<file path="config.mk">
export PLATFORM = sky130hd
export DESIGN_NAME = cla8_wide_seq
export DESIGN_NICKNAME = d
export VERILOG_FILES = /design/src/rtl/cla8_wide_seq.sv
export SDC_FILE = /design/constraint.sdc
export NUM_CORES = 1
export LEC_CHECK = 0
export CORE_MARGIN = 2
export CORE_UTILIZATION = 46
export CTS_CLUSTER_SIZE = 12
export DETAILED_ROUTE_END_ITERATION = 6
export PLACE_DENSITY = 0.8
export SLEW_MARGIN = 40
export SYNTH_ARGS = -nofsm -noshare
export SYNTH_HDL_FRONTEND = slang
export SYNTH_HIERARCHICAL = 1
export SYNTH_SLANG_ARGS = --single-unit
export TNS_END_PERCENT = 100
</file>
<file path="constraint.sdc">
create_clock -name clk -period 3.1 [get_ports clk]
set_clock_uncertainty 0.1 [all_clocks]
set_input_delay 0.465 -clock clk [delete_from_list [all_inputs] [get_ports clk]]
set_output_delay 0.465 -clock clk [all_outputs]
set_load 0.03 [all_outputs]
</file>
<file path="src/rtl/cla8_wide_seq.sv">
// Byte-serial multi-precision add/subtract sequencer built around one 8-bit carry-lookahead adder.
// Optional zero-result flag output is enabled by defining CLA8_SEQ_ZERO_FLAG_EN.

module cla8 (
  input  logic [7:0] i_a,
  input  logic [7:0] i_b,
  input  logic       i_cin,
  output logic [7:0] o_s,
  output logic       o_cout
);
  logic [7:0] w_g;
  logic [7:0] w_p;
  logic [8:0] w_c;
  logic       w_term;
  logic       w_prop;

  assign w_g = i_a & i_b;
  assign w_p = i_a ^ i_b;

  // Each carry is the flattened lookahead sum of generate terms, not a ripple chain.
  always_comb begin
    w_c    = '0;
    w_term = 1'b0;
    w_prop = 1'b0;
    w_c[0] = i_cin;
    for (int i = 0; i < 8; i++) begin
      w_term = w_g[i];
      w_prop = w_p[i];
      for (int j = i - 1; j >= 0; j--) begin
        w_term = w_term | (w_prop & w_g[j]);
        w_prop = w_prop & w_p[j];
      end
      w_c[i+1] = w_term | (w_prop & i_cin);
    end
  end

  assign o_s    = w_p ^ w_c[7:0];
  assign o_cout = w_c[8];
endmodule

// Handshake: a transfer happens on a rising edge where valid and ready are both high;
// a producer holds valid and data until that edge, ready may change freely.
module cla8_wide_seq #(
  parameter int NBYTES = 4
) (
  input  logic                clk,
  input  logic                rst_n,
  input  logic                in_valid,
  output logic                in_ready,
  input  logic [8*NBYTES-1:0] op_a,
  input  logic [8*NBYTES-1:0] op_b,
  input  logic                op_sub,
  output logic                out_valid,
  input  logic                out_ready,
  output logic [8*NBYTES-1:0] result,
  output logic                cout,
  output logic                overflow,
  output logic                busy,
`ifdef CLA8_SEQ_ZERO_FLAG_EN
  output logic                zero,
`endif
  output logic [1:0]          dbg_state
);
  localparam int W  = 8 * NBYTES;
  localparam int IW = (NBYTES > 1) ? $clog2(NBYTES) : 1;
  localparam logic [IW-1:0] LAST_IDX = IW'(NBYTES - 1);

  typedef enum logic [1:0] {
    IDLE = 2'd0,
    RUN  = 2'd1,
    DONE = 2'd2
  } state_t;

  state_t        r_state;
  state_t        w_state_nxt;
  logic [W-1:0]  r_a;
  logic [W-1:0]  r_b;
  logic          r_carry;
  logic [IW-1:0] r_idx;
  logic [W-1:0]  r_result;
  logic          r_cout;
  logic          r_ovf;
  logic          r_zero_acc;
  logic          r_zero;

  logic [7:0]    w_a_byte;
  logic [7:0]    w_b_byte;
  logic [7:0]    w_s;
  logic          w_cy;
  logic          w_accept;
  logic          w_last;

  assign w_a_byte = r_a[8*r_idx +: 8];
  assign w_b_byte = r_b[8*r_idx +: 8];
  assign w_accept = (r_state == IDLE) && in_valid;
  assign w_last   = (r_state == RUN) && (r_idx == LAST_IDX);

  cla8 u_cla8 (
    .i_a    (w_a_byte),
    .i_b    (w_b_byte),
    .i_cin  (r_carry),
    .o_s    (w_s),
    .o_cout (w_cy)
  );

  always_ff @(posedge clk or negedge rst_n) begin
    if (!rst_n) r_state <= IDLE;
    else        r_state <= w_state_nxt;
  end

  always_comb begin
    w_state_nxt = r_state;
    in_ready    = 1'b0;
    out_valid   = 1'b0;
    busy        = 1'b0;
    case (r_state)
      IDLE: begin
        in_ready = 1'b1;
        if (in_valid) w_state_nxt = RUN;
      end
      RUN: begin
        busy = 1'b1;
        if (r_idx == LAST_IDX) w_state_nxt = DONE;
      end
      DONE: begin
        busy      = 1'b1;
        out_valid = 1'b1;
        if (out_ready) w_state_nxt = IDLE;
      end
      default: w_state_nxt = IDLE;
    endcase
  end

  // Subtraction is A + ~B + 1: the inversion is folded into the captured B and the +1 into the carry.
  always_ff @(posedge clk or negedge rst_n) begin
    if (!rst_n) begin
      r_a        <= '0;
      r_b        <= '0;
      r_carry    <= 1'b0;
      r_idx      <= '0;
      r_result   <= '0;
      r_cout     <= 1'b0;
      r_ovf      <= 1'b0;
      r_zero_acc <= 1'b0;
      r_zero     <= 1'b0;
    end else if (w_accept) begin
      r_a        <= op_a;
      r_b        <= op_sub ? ~op_b : op_b;
      r_carry    <= op_sub;
      r_idx      <= '0;
      r_zero_acc <= 1'b1;
    end else if (r_state == RUN) begin
      r_result[8*r_idx +: 8] <= w_s;
      r_carry                <= w_cy;
      r_zero_acc             <= r_zero_acc & (w_s == 8'h00);
      if (w_last) begin
        r_idx  <= '0;
        r_cout <= w_cy;
        r_ovf  <= (r_a[W-1] == r_b[W-1]) & (w_s[7] != r_a[W-1]);
        r_zero <= r_zero_acc & (w_s == 8'h00);
      end else begin
        r_idx <= r_idx + 1'b1;
      end
    end
  end

  assign result    = r_result;
  assign cout      = r_cout;
  assign overflow  = r_ovf;
  assign dbg_state = r_state;
`ifdef CLA8_SEQ_ZERO_FLAG_EN
  assign zero      = r_zero;
`else
  // Without the zero port the flag registers have no load and are trimmed away.
  logic w_zero_unused;
  assign w_zero_unused = r_zero ^ r_zero_acc;
`endif
endmodule

</file>
# Word level (Yosys, flattened, before mapping)
# Index checks and enable logic that the tools add are counted.
classes:
  shifts: 4
  n_bitwise: 106
  n_addsub: 2
  reduce_logical: 8
  n_mux: 14
  eq_ne: 8
op_table:
  columns: ["op", "count"]
  rows:
  - ["1-bit bitwise AND", 65]
  - ["32-bit by 6-bit variable part select with 8-bit output", 2]
  - ["1-bit OR", 36]
  - ["5-bit negation with 34-bit output", 1]
  - ["8-bit by 34-bit variable shift with 32-bit output (first input constant)", 1]
  - ["8-bit by 34-bit variable part select with 32-bit output", 1]
  - ["32-bit bitwise mux", 1]
  - ["32-bit two-way mux", 1]
  - ["32-bit NOT", 1]
  - ["8-bit bitwise XOR", 2]
  - ["2-bit two-way mux", 6]
  - ["8-bit bitwise AND", 1]
  - ["2-bit != test (second input constant)", 3]
  - ["2-bit case mux with 3 select lines", 1]
  - ["3-bit AND reduction", 2]
  - ["1-bit two-way mux", 5]
  - ["2-bit == test (second input constant)", 2]
  - ["2-bit by 1-bit adder with 2-bit output (second input constant)", 1]
  - ["2-bit by 1-bit == test with 1-bit output (second input constant)", 1]
  - ["1-bit logical AND", 2]
  - ["2-bit zero test", 1]
  - ["2-bit AND reduction", 1]
  - ["2-bit nonzero test", 1]
  - ["2-bit OR reduction", 1]
  - ["3 further kinds", 3]
totals:
  in_bits: 69
  regBits: 103

# Longest topological paths before layout
# Gate-level depths: netlist (run 1).
depth:
  word_depth: 13
  mapped_depth: 11

# Hierarchy
# Netlist (run 1), hierarchy kept.
modules_own_cells:
  columns: ["module", "cells_each", "seq_area_each_um2", "n_inst", "area_each_um2"]
  rows:
  - ["cla8_wide_seq", 357, 2577.5, 1, 4675.7]
  - ["cla8", 41, 0.0, 1, 332.8]

# Worst setup path after synthesis (run 1)
# No wires, ideal clock.
synth_timing:
  path_kind: "reg2reg"
  start: "reg r_idx[0]"
  end: "reg r_ovf, in the netlist overflow"
  stages_incl_launch_ff: 10
  path_slack_ps: -23
  t_arrival_ps: 2898
  synth_period_minus_slack_ps: 3123
  t_required_ps: 2875
  path_cell_list: "dfrtp_1 -> buf_6 -> mux4_2 -> ha_1 -> a21oi_2 -> o2111ai_2 -> a221o_1 -> xor2_1 -> o22ai_1 -> mux2_2"
synth_between:
  elab_cells_between_ends: 30
  classes_between: "eq/ne: 2; shift: 2; bitwise: 24; reduce/logical: 2"
synth_rtl:
  columns: ["element", "line", "text"]
  rows:
  - ["start, declared", "79", "logic [IW-1:0] r_idx;"]
  - ["start signal, assigned", "162", "r_idx <= r_idx + 1'b1;"]
  - ["32-bit by 6-bit variable part select with 8-bit output (*)", "93", "assign w_a_byte = r_a[8*r_idx +: 8];"]
  - ["net w_a_byte[0]", "86", "logic [7:0] w_a_byte;"]
  - ["8-bit bitwise AND / 8-bit bitwise XOR (equally long branches)", "17, 18", null]
  - ["1-bit bitwise AND (on tied branches)", "30, 31", null]
  - ["1-bit OR / 1-bit bitwise AND (equally long branches)", "30, 33", null]
  - ["1-bit OR (*)", "33", "w_c[i+1] = w_term | (w_prop & i_cin);"]
  - ["8-bit bitwise XOR (*)", "37", "assign o_s = w_p ^ w_c[7:0];"]
  - ["net w_s[7]", "88", "logic [7:0] w_s;"]
  - ["1-bit != test (*)", "159", "r_ovf <= (r_a[W-1] == r_b[W-1]) & (w_s[7] != r_a[W-1]);"]
  - ["1-bit bitwise AND (*)", "159", null]
  - ["end signal, assigned", "159", null]
  - ["end, declared", "82", "logic r_ovf;"]
# Mark *: on every way through the listed nets, which the timed path passes. The rest lies on a longest branch.
# A chain may end at the register's enable or synchronous reset.

# Final worst setup path (run 1)
# Same ends and word-level chain as after synthesis.

==> metrics.cfg, run 1 <==
[run_status]
status=finished clean

[timing]
rsz0062_at_grt=no
setup_viol=0
fin_setup_tns_ps=0
fmax_mhz=337
tightest_slew_ps=683
final.min_clock_period_ps=2970
hold_viol=0
max_slew_margin=0.545
final.period_utilization=0.957
hold_ws_ps=33.5
report.final.slew_viol_count=0

[place]
hpwl_um=8280
port_buffers=107
place_congestion=0.810

[synthesis]
ys_seq_area_frac=0.515
synth.net_count=486
synth_mux_area_frac=0.155
synth_compound_area_frac=0.107
yosysWarningCount=6
synth_top_family_by_area=multiplexers
synth_edf_count=0
ys_ff_latch=103
synth_area_leaders=dfrtp_1 51%, mux2_2 7.9%, mux4_2 7.2%
postSynth.asyncResetShare=1.00
ys.flop_type=dfrtp_1
yosys.area_share.simple=0.0767
synth_fa_ha_area_frac=0.0490
synth.avg_cell_area_um2=12.6
syn_area_um2=5010
synth_cells=398
synth_cell_types=39
synth_xor_area_frac=0.0665
synth_top_cell_by_area=dfrtp_1
yosysTopAreaCellShare=0.515

[clock_network]
htree_num_levels=3
tritoncts=built
clk_pin_slew_ps=100
cts_buffers=9
ctsRootBufferMaster=clkbuf_8
clock-sinks=103
cts_buffer_depth=2
clk_latency_ps=370
ctsHoldBuffers=0

[global_route]
grt_max_degree=67
gr-usage-all-layers=0.198
grt_antenna_before_repair=0
grt_pass1_vias=3610
grt_pass1_wl_um=17900
grt-ovfl-total=0

[drt]
antenna_left=0
avgViaCountPerCell=5.33
post-route-drc-count=0
vias=3467
firstDrtPassIters=4
post_drt_wl_per_cell_um=16.9
drt_wl_total_um=11000
drtIter0Drc=165

[run]
max-cap-violations=0

[setup_path]
path_max_fanout=9
worstPathRequired_ps=3260
start_kind=flip-flop
crit_arrival_ps=3130
path_class=reg -> reg
cp-startpoint=r_idx[0]
r2r-start=r_idx[0]
worstSetupEndpointType=flip-flop

[die]
die-width_um=108
rows=38
die_area_um2=11700
ioPinCount=108
initial_core_util=0.466
core_area_um2=10700
dieHeight_um=108

[final_layout]
areaGrowthSynthToFinish_pct=29.3
diodes=0
nets=593
nFillCells=908
drive_gt1_frac=0.178
final_core_util=0.603

[min_path]
worstHoldPathType=in -> async

[power]
p_per_area_nw_per_um2=1100
vdd_drop_max_v=0.000673
leakage_nw=2.76

timing repair:
action                                  CTS  global route
endpoints found under the setup margin    0             7
endpoints found under the hold margin     0             0
resized for setup                         0             2
setup buffers                             0             4
cell families after synthesis:
| group | count (synthesis) |
|---|---|
| and+or+nand+nor | 72 |
| adders and majority gates | 19 |
| buffers and inverters | 34 |
| muxes | 53 |
| xor gates and xnor gates | 38 |
| DFF | 103 |
| AOI/OAI and AO/OA | 79 |
sequential cells by signal (all words and copies together) (netlist names):
name       cells
r_a           32
r_b           32
result        32
dbg_state      2
r_idx          2
cout           1
overflow       1
r_carry        1
final timing paths:
kind	to	slack, ps	depth (start not counted)
worst max-delay path	overflow	130	10
worst min-delay path	result[11]	30	1
worst max register to register	overflow	130	10
worst min register to register	r_b[18]	380	2
max in group asynchronous	r_idx[0]	2150	2
min in group clk	r_b[18]	380	2
layer usage:
layer / track usage / up-vias / share of wire
li1: - / 1623 / -
met1: 0.247 / 1704 / 0.42
met2: 0.348 / 119 / 0.51
met3: 0.0338 / 21 / 0.048
met4: 0.0696 / 0 / 0.024
met5: 0 / - / 0
through the flow:
| stage | setup WS (ps) | instances | cell area (um2) | power, W |
|---|---|---|---|---|
| 3_5_place_dp | 74.3 | 630 | 6250 | 0.00624 |
| 5_1_grt | 7.77 | 650 | 6480 | 0.00761 |
| 6_report | 135 | 650 | 6480 | 0.00712 |
| 4_1_cts | 54.3 | 646 | 6430 | 0.00702 |
| 2_1_floorplan | 37.8 | 398 | 5020 | 0.00495 |
| 3_3_place_gp | 131 | 630 | 6240 | 0.00605 |
cells in the mapped netlist, types with 2 or more instances:
master,count
dfrtp_1,103
nand2_1,47
o21ai_0,37
xnor2_1,36
mux2_2,35
a22o_1,28
ha_1,18
mux4_2,16
inv_1,13
buf_2,9
clkbuf_1,8
nor2_1,7
a21oi_1,5
nand3_1,5
a21o_1,2
buf_6,2
mux2i_1,2
nand2b_1,2
nor4_4,2
xor2_1,2
critical path, stage by stage (launching register included):
cell	delay [ps]
dfrtp_2	420
buf_12	150
mux4_2	510
ha_1	320
a21oi_2	210
o2111ai_2	160
a221o_1	380
xor2_2	180
nand2b_1	80
o22ai_1	70
mux2_2	270
cells in the final DEF, fill, tap and decap left out, drive strengths merged, types with 3 or more instances in the layout:
master	n
xnor2	36
clkdlybuf4s50	105
o21ai	37
clkbuf	11
a22o	28
nor2	7
a21oi	6
nor3b	3
inv	15
buf	12
dfrtp	103
nand2	47
mux4	16
nand3	5
mux2	35
ha	18
power by group:
part | switching (W) | total [W] | internal (W)
combinational | 0.00222 | 0.00403 | 0.00182
sequential | 0.000371 | 0.00229 | 0.00192
clock | 0.000470 | 0.000794 | 0.000323
cell type report:
| cell class | count | area [um2] | share of cell area |
|---|---|---|---|
| clock buffers | 11 | 141 | 0.0218 |
| clock inverters | 5 | 41.3 | 0.00637 |
| inverters | 13 | 48.8 | 0.00753 |
| multi-input cells | 261 | 2300 | 0.355 |
| flip-flops and latches | 103 | 2580 | 0.398 |
| well taps | 140 | 175 | 0.0270 |
| repair buffers | 117 | 1190 | 0.184 |
(Power assumes the default switching activity.)
==> run 2: changes to the inputs <==
- CORE_ASPECT_RATIO: not set -> 1.2
==> run 2 against run 1 <==
Net effect: flip-flop and latch count is the same; first-iteration DRC count fell by 3.6%; global-route usage decreased by 0.13 points; critical path type unchanged; highest routed layer unchanged.
==> metrics.cfg, run 2 (same netlist as run 1, synthesis figures left out) <==
[global_route]
gr-usage-all-layers=0.197  ; -0.00126
grt_max_degree=67  ; unchanged
use_met2=0.354  ; +0.00660
grt_busiest_layer=met2
grt_use_met3=0.0308  ; -0.00300
grt_pass1_vias=3626  ; +0.44%
grt-ovfl-total=0  ; unchanged
grt_antenna_before_repair=0  ; unchanged
grt.met1_usage=0.235  ; -0.0127
grt_pass1_wl_um=18200  ; +1.8%

[drt]
firstDrtPassIters=4  ; unchanged
antenna_left=0  ; unchanged
post-route-drc-count=0  ; unchanged
avgViaCountPerCell=5.43  ; +1.8%
post_drt_wl_per_cell_um=17.6  ; +4.0%
drtIter0Drc=159  ; -3.6%
drt_wl_total_um=11300  ; +2.4%
vias=3476  ; +0.26%

[clock_network]
clock-sinks=103  ; unchanged
ctsRootBufferMaster=clkbuf_16
htree_num_levels=3  ; unchanged
ctsHoldBuffers=0  ; unchanged
cts_buffers=9  ; unchanged
clk_pin_slew_ps=70  ; -30 ps
clk_latency_ps=350  ; -20 ps
tritoncts=built
cts_buffer_depth=2  ; unchanged

[setup_path]
path_max_fanout=8  ; -1
cp_top_family=compound AO/OA/AOI/OAI gates
cpMaxStageDelayCell=mux4_2
worstSetupEndpointType=flip-flop
slowest_delay_ps=510  ; about the same
worstPathRequired_ps=3270  ; about the same
crit_chain=buf_12, mux4_2, ha_1, nand3_1, o211ai_1, o41ai_2, xnor2_1, nand3_1, o21ai_0
crit_cells=9  ; -1
critPathMostFrequentCell=nand3_1
start_kind=flip-flop
rr_worst_depth=9  ; -1
path_buf_inv=1  ; unchanged
crit_arrival_ps=3150  ; +20 ps
path_class=reg -> reg

[die]
ioPinCount=108  ; unchanged
rows=41  ; +7.9%
core_area_um2=10600  ; -1.7%
die_area_um2=11700  ; about the same
die-width_um=99.3  ; -8.4%
dieHeight_um=118  ; +9.2%
initial_core_util=0.474  ; +0.00784

[final_layout]
mostFrequentLayoutCell=clkdlybuf4s50_1
nFillCells=805  ; -11%
diodes=0  ; unchanged
drive_gt1_frac=0.184  ; +0.00552
finalInstanceArea_um2=6630  ; +2.4%
final_cell_mix=105 x clkdlybuf4s50_1, 102 x dfrtp_1, 46 x nand2_1
areaGrowthSynthToFinish_pct=32.4
nets=595  ; +0.34%

[min_path]
worstHoldPathType=in -> async

[run_status]
status=finished clean

[place]
pre_cts_slack_ps=87.0  ; +12.7 ps
port_buffers=107  ; unchanged
hpwl_um=8310  ; +0.34%
dpl_cell_area_um2=6220  ; -0.42%
place_congestion=0.821  ; +1.4%

[timing]
setup_viol=0  ; unchanged
final.min_clock_period_ps=2980  ; +14.2 ps
tightest_slew_ps=635  ; -47.8 ps
fin_setup_tns_ps=0  ; unchanged
hold_viol=0  ; unchanged
max_slew_margin=0.577  ; +0.0319
fmax_mhz=336  ; -0.48%
report.final.slew_viol_count=0  ; unchanged
setup_ws_ps=121  ; -14.2 ps
final.period_utilization=0.961  ; +0.00459
hold_ws_ps=34.7  ; +1.22 ps

[power]
vdd_drop_max_v=0.000627  ; -6.9%
power_w=0.00760  ; +6.8%
leakage_nw=2.84  ; +2.9%
p_per_area_nw_per_um2=1150  ; +4.3%

[run]
max-cap-violations=0  ; unchanged

[run 2: cell count changes in the layout (fill, tap and decap cells not counted), sizes merged]
cell | before | now
clkbuf | 11 | 10
clkinvlp | 1 | 0
clkinv | 2 | 1
bufinv | 0 | 1
buf | 12 | 13
inv | 15 | 17
[run 2: routing by layer]
metal | routed length [um] | share of wire
met1 | 4450 | 0.40
met2 | 6060 | 0.54
met3 | 478 | 0.042
met4 | 274 | 0.024
met5 | 0 | 0
[run 2: area by class of cell]
class | count | area [um2] | area share
sequential | 103 | 2580 | 0.389
clock buffer | 9 | 225 | 0.0340
clock inverter | 6 | 76.3 | 0.0115
inverter | 13 | 48.8 | 0.00736
multi-input combinational | 261 | 2320 | 0.349
timing repair buffer | 119 | 1220 | 0.185
tap | 129 | 161 | 0.0243
[run 2: path summary, 6_finish.rpt]
kind | endpoint | slack [ps] | startpoint
worst max-delay path | result[14] | 120 | r_idx[0]
worst min-delay path | result[12] | 30 | rst_n
worst max register to register | result[14] | 120 | r_idx[0]
worst min register to register | r_b[23] | 380 | r_b[23]
max in group asynchronous | r_idx[0] | 2150 | rst_n
min in group clk | r_b[23] | 380 | r_b[23]
[run 2: power breakdown]
group | switching [W] | internal [W]
logic | 0.00227 | 0.00187
clock network | 0.000524 | 0.000638
registers | 0.000370 | 0.00192
total | 0.00317 | 0.00443
[run 2: timing repair]
action | CTS | global route
buffers inserted | 0 | 5
gates resized for setup | 0 | 4
setup endpoints to repair | 0 | 9
[run 2: metrics by stage]
stage,utilization,cells
2_1_floorplan,-,398
3_3_place_gp,0.588,619
3_5_place_dp,0.589,619
4_1_cts,0.617,634
5_1_grt,0.627,640
6_report,0.627,640
